--- config.mk ---
export PLATFORM = sky130hd
export DESIGN_NAME = pipeline_hazard_ctrl_flat
export DESIGN_NICKNAME = d
export VERILOG_FILES = /design/src/rtl/pipeline_hazard_ctrl_if.sv /design/src/rtl/pipeline_hazard_ctrl.sv /design/src/flat_wrapper.sv
export SDC_FILE = /design/constraint.sdc
export NUM_CORES = 1
export LEC_CHECK = 0
export BUFFER_PORTS_ARGS = -buffer_cell sky130_fd_sc_hd__buf_2
export CORE_MARGIN = 3
export CORE_UTILIZATION = 35
export DETAILED_ROUTE_END_ITERATION = 10
export PLACE_DENSITY = 0.63
export SLEW_MARGIN = 20
export SYNTH_ARGS = -nofsm -noshare
export SYNTH_HDL_FRONTEND = slang
export SYNTH_SLANG_ARGS = --single-unit
--- constraint.sdc ---
create_clock -name clk -period 2.2 [get_ports clk]
set_input_delay 0 -clock clk [delete_from_list [all_inputs] [get_ports clk]]
set_output_delay 0 -clock clk [all_outputs]
set_load 0.02 [all_outputs]
--- src/rtl/pipeline_hazard_ctrl_if.sv ---
// -----------------------------------------------------------------------------
// pipeline_hazard_ctrl_if
// Signal bundle between the pipeline datapath and the hazard controller.
//   ID-stage info   : id_valid, id_rn/rm/rd, id_use_rn/rm/rd, id_rf_we, id_load
//   Branch qualifier: id_branch, cond_true
//   Memory status   : mem_req, mem_ready
//   Controls (back) : pc_ld, ifid_ld, pipe_en, id_nop, ifid_clear
//   Forwarding      : fwd_a (rn), fwd_b (rm), fwd_c (rd/store data)
//   Debug           : stall_state
// master = datapath side, slave = hazard controller.
// -----------------------------------------------------------------------------
interface pipeline_hazard_ctrl_if;
   logic       id_valid;
   logic [3:0] id_rn;
   logic [3:0] id_rm;
   logic [3:0] id_rd;
   logic       id_use_rn;
   logic       id_use_rm;
   logic       id_use_rd;
   logic       id_rf_we;
   logic       id_load;
   logic       id_branch;
   logic       cond_true;
   logic       mem_req;
   logic       mem_ready;
   logic       pc_ld;
   logic       ifid_ld;
   logic       pipe_en;
   logic       id_nop;
   logic       ifid_clear;
   logic [1:0] fwd_a;
   logic [1:0] fwd_b;
   logic [1:0] fwd_c;
   logic [1:0] stall_state;

   modport master (
      output id_valid, id_rn, id_rm, id_rd, id_use_rn, id_use_rm, id_use_rd,
             id_rf_we, id_load, id_branch, cond_true, mem_req, mem_ready,
      input  pc_ld, ifid_ld, pipe_en, id_nop, ifid_clear,
             fwd_a, fwd_b, fwd_c, stall_state
   );

   modport slave (
      input  id_valid, id_rn, id_rm, id_rd, id_use_rn, id_use_rm, id_use_rd,
             id_rf_we, id_load, id_branch, cond_true, mem_req, mem_ready,
      output pc_ld, ifid_ld, pipe_en, id_nop, ifid_clear,
             fwd_a, fwd_b, fwd_c, stall_state
   );
endinterface

--- src/rtl/pipeline_hazard_ctrl.sv ---
// -----------------------------------------------------------------------------
// pipeline_hazard_ctrl
// Hazard unit for a 5-stage pipeline: operand forwarding, load-use bubble,
// data-memory wait freeze and taken-branch IF/ID flush.
//   clk   : rising-edge clock
//   rst_n : asynchronous active-low reset
//   bus   : pipeline_hazard_ctrl_if.slave (ID info in, pipeline controls out)
// Shadow records mirror the destination info of EX, MEM and WB. All control
// outputs are combinational; the FSM state is informational (debug view of
// what the pipeline is doing in the current cycle).
// -----------------------------------------------------------------------------
module pipeline_hazard_ctrl (
   input  logic                         clk,
   input  logic                         rst_n,
   pipeline_hazard_ctrl_if.slave        bus
);

   typedef struct packed {
      logic       valid;
      logic [3:0] dest;
      logic       we;
      logic       load;
   } rec_t;

   typedef enum logic [1:0] {
      ST_RUN      = 2'b00,
      ST_LD_STALL = 2'b01,
      ST_MEM_WAIT = 2'b10
   } state_t;

   rec_t   r_ex, r_mem, r_wb;
   state_t r_state;
   state_t w_state_nxt;

   logic w_mem_wait;
   logic w_load_use;
   logic w_taken;
   logic w_pc_ld, w_ifid_ld, w_pipe_en, w_id_nop, w_ifid_clear;

   // A record supplies a value for src when it will write that register.
   function automatic logic hit(input rec_t r, input logic [3:0] src);
      return r.valid & r.we & (r.dest == src);
   endfunction

   // Youngest producer wins; r15 (PC) is never forwarded.
   function automatic logic [1:0] fwd_sel(input logic [3:0] src, input logic use_src,
                                          input rec_t ex, input rec_t mm, input rec_t wb);
      logic [1:0] sel;
      sel = 2'b00;
      if (use_src && (src != 4'd15)) begin
         if (hit(ex, src))      sel = 2'b01;
         else if (hit(mm, src)) sel = 2'b10;
         else if (hit(wb, src)) sel = 2'b11;
      end
      return sel;
   endfunction

   function automatic logic ld_src_hit(input logic [3:0] src, input logic use_src,
                                       input logic [3:0] ex_dest);
      return use_src & (src != 4'd15) & (ex_dest == src);
   endfunction

   assign w_mem_wait = r_mem.valid & bus.mem_req & ~bus.mem_ready;

   assign w_load_use = bus.id_valid & r_ex.valid & r_ex.load & r_ex.we &
                       (ld_src_hit(bus.id_rn, bus.id_use_rn, r_ex.dest) |
                        ld_src_hit(bus.id_rm, bus.id_use_rm, r_ex.dest) |
                        ld_src_hit(bus.id_rd, bus.id_use_rd, r_ex.dest));

   // Gated by rst_n so the flush output shows its idle value while reset is held.
   assign w_taken = bus.id_valid & bus.id_branch & bus.cond_true & rst_n;

   // Control priority: memory wait freezes everything, load-use inserts one
   // bubble and holds the front end, otherwise a taken branch flushes IF/ID.
   // NOTE: every always_comb output gets a default first so no path leaves a
   // signal unassigned, which would infer a latch.
   always_comb begin
      w_pc_ld      = 1'b1;
      w_ifid_ld    = 1'b1;
      w_pipe_en    = 1'b1;
      w_id_nop     = 1'b0;
      w_ifid_clear = 1'b0;
      if (w_mem_wait) begin
         w_pc_ld   = 1'b0;
         w_ifid_ld = 1'b0;
         w_pipe_en = 1'b0;
      end else if (w_load_use) begin
         w_pc_ld   = 1'b0;
         w_ifid_ld = 1'b0;
         w_id_nop  = 1'b1;
      end else begin
         w_ifid_clear = w_taken;
      end
   end

   always_comb begin
      w_state_nxt = ST_RUN;
      case (r_state)
         ST_RUN, ST_LD_STALL, ST_MEM_WAIT: begin
            if (w_mem_wait)      w_state_nxt = ST_MEM_WAIT;
            else if (w_load_use) w_state_nxt = ST_LD_STALL;
            else                 w_state_nxt = ST_RUN;
         end
         default: w_state_nxt = ST_RUN;
      endcase
   end

   // NOTE: sequential state uses non-blocking assignments so every register
   // samples the pre-edge values, giving a true shift WB<=MEM<=EX<=ID.
   always_ff @(posedge clk or negedge rst_n) begin
      if (!rst_n) begin
         r_ex    <= '0;
         r_mem   <= '0;
         r_wb    <= '0;
         r_state <= ST_RUN;
      end else begin
         r_state <= w_state_nxt;
         if (w_pipe_en) begin
            r_wb        <= r_mem;
            r_mem       <= r_ex;
            r_ex.valid  <= bus.id_valid & ~w_id_nop;
            r_ex.dest   <= bus.id_rd;
            r_ex.we     <= bus.id_rf_we;
            r_ex.load   <= bus.id_load;
         end
      end
   end

   assign bus.pc_ld       = w_pc_ld;
   assign bus.ifid_ld     = w_ifid_ld;
   assign bus.pipe_en     = w_pipe_en;
   assign bus.id_nop      = w_id_nop;
   assign bus.ifid_clear  = w_ifid_clear;
   assign bus.fwd_a       = fwd_sel(bus.id_rn, bus.id_use_rn, r_ex, r_mem, r_wb);
   assign bus.fwd_b       = fwd_sel(bus.id_rm, bus.id_use_rm, r_ex, r_mem, r_wb);
   assign bus.fwd_c       = fwd_sel(bus.id_rd, bus.id_use_rd, r_ex, r_mem, r_wb);
   assign bus.stall_state = r_state;

endmodule

--- src/flat_wrapper.sv ---
// flat-port wrapper written by rule: the top's interface ports become plain ports
module pipeline_hazard_ctrl_flat 
  (clk, rst_n, bus_id_valid, bus_id_rn, bus_id_rm, bus_id_rd, bus_id_use_rn, bus_id_use_rm, bus_id_use_rd, bus_id_rf_we, bus_id_load, bus_id_branch, bus_cond_true, bus_mem_req, bus_mem_ready, bus_pc_ld, bus_ifid_ld, bus_pipe_en, bus_id_nop, bus_ifid_clear, bus_fwd_a, bus_fwd_b, bus_fwd_c, bus_stall_state);
  pipeline_hazard_ctrl_if bus_i ();
  input  logic clk;
  input  logic rst_n;
  input wire logic [$bits(bus_i.id_valid)-1:0] bus_id_valid;
  input wire logic [$bits(bus_i.id_rn)-1:0] bus_id_rn;
  input wire logic [$bits(bus_i.id_rm)-1:0] bus_id_rm;
  input wire logic [$bits(bus_i.id_rd)-1:0] bus_id_rd;
  input wire logic [$bits(bus_i.id_use_rn)-1:0] bus_id_use_rn;
  input wire logic [$bits(bus_i.id_use_rm)-1:0] bus_id_use_rm;
  input wire logic [$bits(bus_i.id_use_rd)-1:0] bus_id_use_rd;
  input wire logic [$bits(bus_i.id_rf_we)-1:0] bus_id_rf_we;
  input wire logic [$bits(bus_i.id_load)-1:0] bus_id_load;
  input wire logic [$bits(bus_i.id_branch)-1:0] bus_id_branch;
  input wire logic [$bits(bus_i.cond_true)-1:0] bus_cond_true;
  input wire logic [$bits(bus_i.mem_req)-1:0] bus_mem_req;
  input wire logic [$bits(bus_i.mem_ready)-1:0] bus_mem_ready;
  output wire logic [$bits(bus_i.pc_ld)-1:0] bus_pc_ld;
  output wire logic [$bits(bus_i.ifid_ld)-1:0] bus_ifid_ld;
  output wire logic [$bits(bus_i.pipe_en)-1:0] bus_pipe_en;
  output wire logic [$bits(bus_i.id_nop)-1:0] bus_id_nop;
  output wire logic [$bits(bus_i.ifid_clear)-1:0] bus_ifid_clear;
  output wire logic [$bits(bus_i.fwd_a)-1:0] bus_fwd_a;
  output wire logic [$bits(bus_i.fwd_b)-1:0] bus_fwd_b;
  output wire logic [$bits(bus_i.fwd_c)-1:0] bus_fwd_c;
  output wire logic [$bits(bus_i.stall_state)-1:0] bus_stall_state;
  assign bus_i.id_valid = bus_id_valid;
  assign bus_i.id_rn = bus_id_rn;
  assign bus_i.id_rm = bus_id_rm;
  assign bus_i.id_rd = bus_id_rd;
  assign bus_i.id_use_rn = bus_id_use_rn;
  assign bus_i.id_use_rm = bus_id_use_rm;
  assign bus_i.id_use_rd = bus_id_use_rd;
  assign bus_i.id_rf_we = bus_id_rf_we;
  assign bus_i.id_load = bus_id_load;
  assign bus_i.id_branch = bus_id_branch;
  assign bus_i.cond_true = bus_cond_true;
  assign bus_i.mem_req = bus_mem_req;
  assign bus_i.mem_ready = bus_mem_ready;
  assign bus_pc_ld = bus_i.pc_ld;
  assign bus_ifid_ld = bus_i.ifid_ld;
  assign bus_pipe_en = bus_i.pipe_en;
  assign bus_id_nop = bus_i.id_nop;
  assign bus_ifid_clear = bus_i.ifid_clear;
  assign bus_fwd_a = bus_i.fwd_a;
  assign bus_fwd_b = bus_i.fwd_b;
  assign bus_fwd_c = bus_i.fwd_c;
  assign bus_stall_state = bus_i.stall_state;
  pipeline_hazard_ctrl u_core (.clk(clk), .rst_n(rst_n), .bus(bus_i));
endmodule
==> run_results.csv <==
group,metric,value,unit
timing,period_share,77.7,%
hold_path,hold_path_startpoint,"bus_id_rd[0]",
timing,fin_tns_setup,0,ps
drt,via_count,1266,
synthesis,synth_fp_nets,201,
global_routing,grt_pass1_vias,1204,
cts,cts_buffers,3,
critical_path,cp_cell_sequence,"xnor2_1, nand4_1, o22ai_1, o21a_2, and2_1, buf_2",
global_routing,grt_overflow,0,
critical_path,path_max_fanout,5,
final_layout,final_util,44.7,%
floorplanning,ioPinCount,37,
hold_path,hp-class,"input port to flip-flop",
cts,clk_path_buf_depth,2,
place,dp.cells,248,
critical_path,cpPeakStageDelay,450,ps
timing,finalSetupViolations,0,
place,post_dp_cell_area,1600,um2
final_layout,final_common_cell,"nand2_1",
final_layout,stdcell_area,1700,um2
drt,wl,3.54,mm
timing,slew-limit-headroom,66.5,%
power_and_ir_drop,peakVddDrop,0.000312,V
critical_path,worstRegToRegCells,5,
floorplanning,die_area,4880,um2
cts,clk_transition_reported_paths,80,ps
final_layout,drive_gt1_share,23.0,%
timing,min_period,1710,ps
outcome,status,"completed",
timing,fmax,585,MHz
cts,cts_tree,"done",
drt,drtIter0Drc,66,
floorplanning,fp.dieW,69.8,um
drt,firstDrtPassIters,5,
critical_path,path_class,"flip-flop to output port",
global_routing,grt_pass1_wl,5.98,mm
timing,drv_slew,0,
place,dp_hpwl,2.70,mm
place,dp_slack,790,ps
synthesis,synthCells,177,
drt,final_antenna_net_count,0,
place,gp_congestion,0.874,
floorplanning,coreArea,3800,um2
cts,post_cts_resized,0,
hold_path,whs_endpoint,"u_core.r_ex[2]",
final_layout,fillers,392,
synthesis,syn-mean-instance-area,8.06,um2
final_layout,regArea,526,um2
drt,routedWlPerCell,13.8,um
floorplanning,start_util,37.5,%
final_layout,diodes,0,
flow_run,maxCapViolations,0,
drt,vias_per_cell,4.93,
global_routing,grt_usage,14.9,%
timing,rsz0062_at_grt,"no",
timing,finalHoldViolations,0,
cts,cts.sink_count,21,
critical_path,end_kind,"output port",
final_layout,multi_input_area,798,um2
cts,cts_root_buf,"clkbuf_8",
synthesis,ys_ff_latch,21,
floorplanning,rows,22,
power_and_ir_drop,leakage,0.810,nW
cts,clk-insertion-delay-late,260,ps
final_layout,syn_to_final_growth,19.0,%
final_layout,final_cell_mix,"nand2_1, buf_2, xnor2_1",
timing,worst_pin_slew,502,ps
final_layout,finalNonFillerCells,257,
critical_path,required,2200,ps
cts,cts_max_level,1,
critical_path,critical_path_arrival,1710,ps
synthesis,ys_seq_area_share,36.8,%
place,port_buffers,36,
synthesis,ys_types,26,
global_routing,grt_max_degree,27,
critical_path,reg2reg_slack,830,ps
timing,clock_skew,4.91,ps
final_layout,final_nets,234,
power_and_ir_drop,powerDensity,591,nW/um2
floorplanning,die_h,69.8,um
drt,post-route-drc-count,0,
critical_path,reg2reg_from,"u_core.r_ex[5]",
critical_path,crit_path_start_kind,"flip-flop",
synthesis,syn_area,1430,um2
timing,postLayoutSetupSlackWorst,492,ps
critical_path,reg2reg_to,"u_core.bus.stall_state[0]",
global_routing,antenna_found_initial,0,
hold_path,min_path_cells,3,
critical_path,crit_path_top_delay_cell,"dfrtp_1",
synthesis,ys_warn_count,0,
[Yosys cell counts]
master	instances	area, um2
o21a_2	1	8.76
a221oi_2	2	30.0
buf_4	1	7.51
xor2_1	10	87.6
nor3b_4	1	18.8
nand2b_1	1	6.26
buf_2	11	55.1
dfrtp_1	21	526
o22ai_1	1	6.26
clkbuf_2	2	10.0
inv_1	6	22.5
nor3_2	1	10.0
o31a_1	1	8.76
inv_2	2	7.51
xnor2_1	22	193
o21ai_1	5	25.0
nand2_1	50	188
nor2_1	15	56.3
and3_1	1	6.26
a41oi_1	3	26.3
and2_1	1	6.26
a221oi_1	2	17.5
a21oi_1	1	5.00
a211oi_1	3	22.5
nand4_1	9	56.3
nand3_1	4	20.0
[registers in the layout (all words and copies together) (netlist names)]
| signal | cells |
|---|---|
| u_core.bus.stall_state | 2 |
| u_core.r_ex | 7 |
| u_core.r_mem | 6 |
| u_core.r_wb | 6 |
[logic make-up (layout without fill, tap and decap cells)]
logic type	after synthesis	count (layout)	synth area share, %
AO/OA/AOI/OAI	19	19	10.5
AND/OR/NAND/NOR	83	83	25.8
flip-flops	21	21	36.8
XOR/XNOR	32	32	19.6
buffers and inverters	22	54	7.19
[repair_timing]
item | CTS | global route
hold buffers | 5 | 0
setup endpoints to repair | 0 | 0
buffers inserted | 0 | 0
endpoints found under the hold margin | 25 | 0
[how the worst max path moves through the flow]
stage / start / depth (start not counted) / endpoint
6_report: u_core.r_ex[5] / 6 / bus_id_nop
3_3_place_gp: u_core.r_mem[4] / 6 / bus_fwd_a[0]
4_1_cts: u_core.r_ex[5] / 6 / bus_id_nop
3_5_place_dp: u_core.r_ex[5] / 6 / bus_id_nop
5_1_grt: u_core.r_mem[5] / 6 / bus_fwd_a[0]
2_1_floorplan: u_core.r_ex[4] / 7 / bus_pc_ld
[worst max-delay path: cells and delay by family (launching register included)]
family	cells	cell delay [ps]
AND/OR/NAND/NOR	2	280
AO/OA/AOI/OAI	2	370
XOR/XNOR	1	190
flip-flops	1	450
buffers and inverters	1	150
[through the flow]
stage | total power [mW] | hold slack (ps)
floorplan | 0.670 | -296
global placement | 0.745 | -6.43
detailed placement | 0.750 | -0.758
CTS | 1.01 | 18.0
global route | 1.08 | 42.9
finish | 1.00 | 20.6
[cell type report]
type | count | area share (%)
Tap cell | 48 | 3.54
Sequential cell | 21 | 31.0
Timing Repair Buffer | 42 | 14.0
Clock inverter | 1 | 0.295
Clock buffer | 3 | 2.43
Inverter | 8 | 1.77
Multi-Input combinational cell | 134 | 47.0
[layer usage]
metal	part of all wire (%)	wire [um]	up-vias	global-route usage [%]
met3	8.3	293	4	2.75
li1	-	-	640	-
met1	47	1660	572	21.7
met2	44	1550	50	22.4
met4	1.0	36	0	4.04
met5	0	0	-	0
[where the power goes]
group / internal [mW] / switching, mW / total (mW)
clock: 0.126 / 0.129 / 0.255
combinational: 0.120 / 0.143 / 0.262
sequential: 0.426 / 0.0598 / 0.486
total: 0.672 / 0.332 / 1.00
No activity file was read; power rests on OpenSTA's default activity.
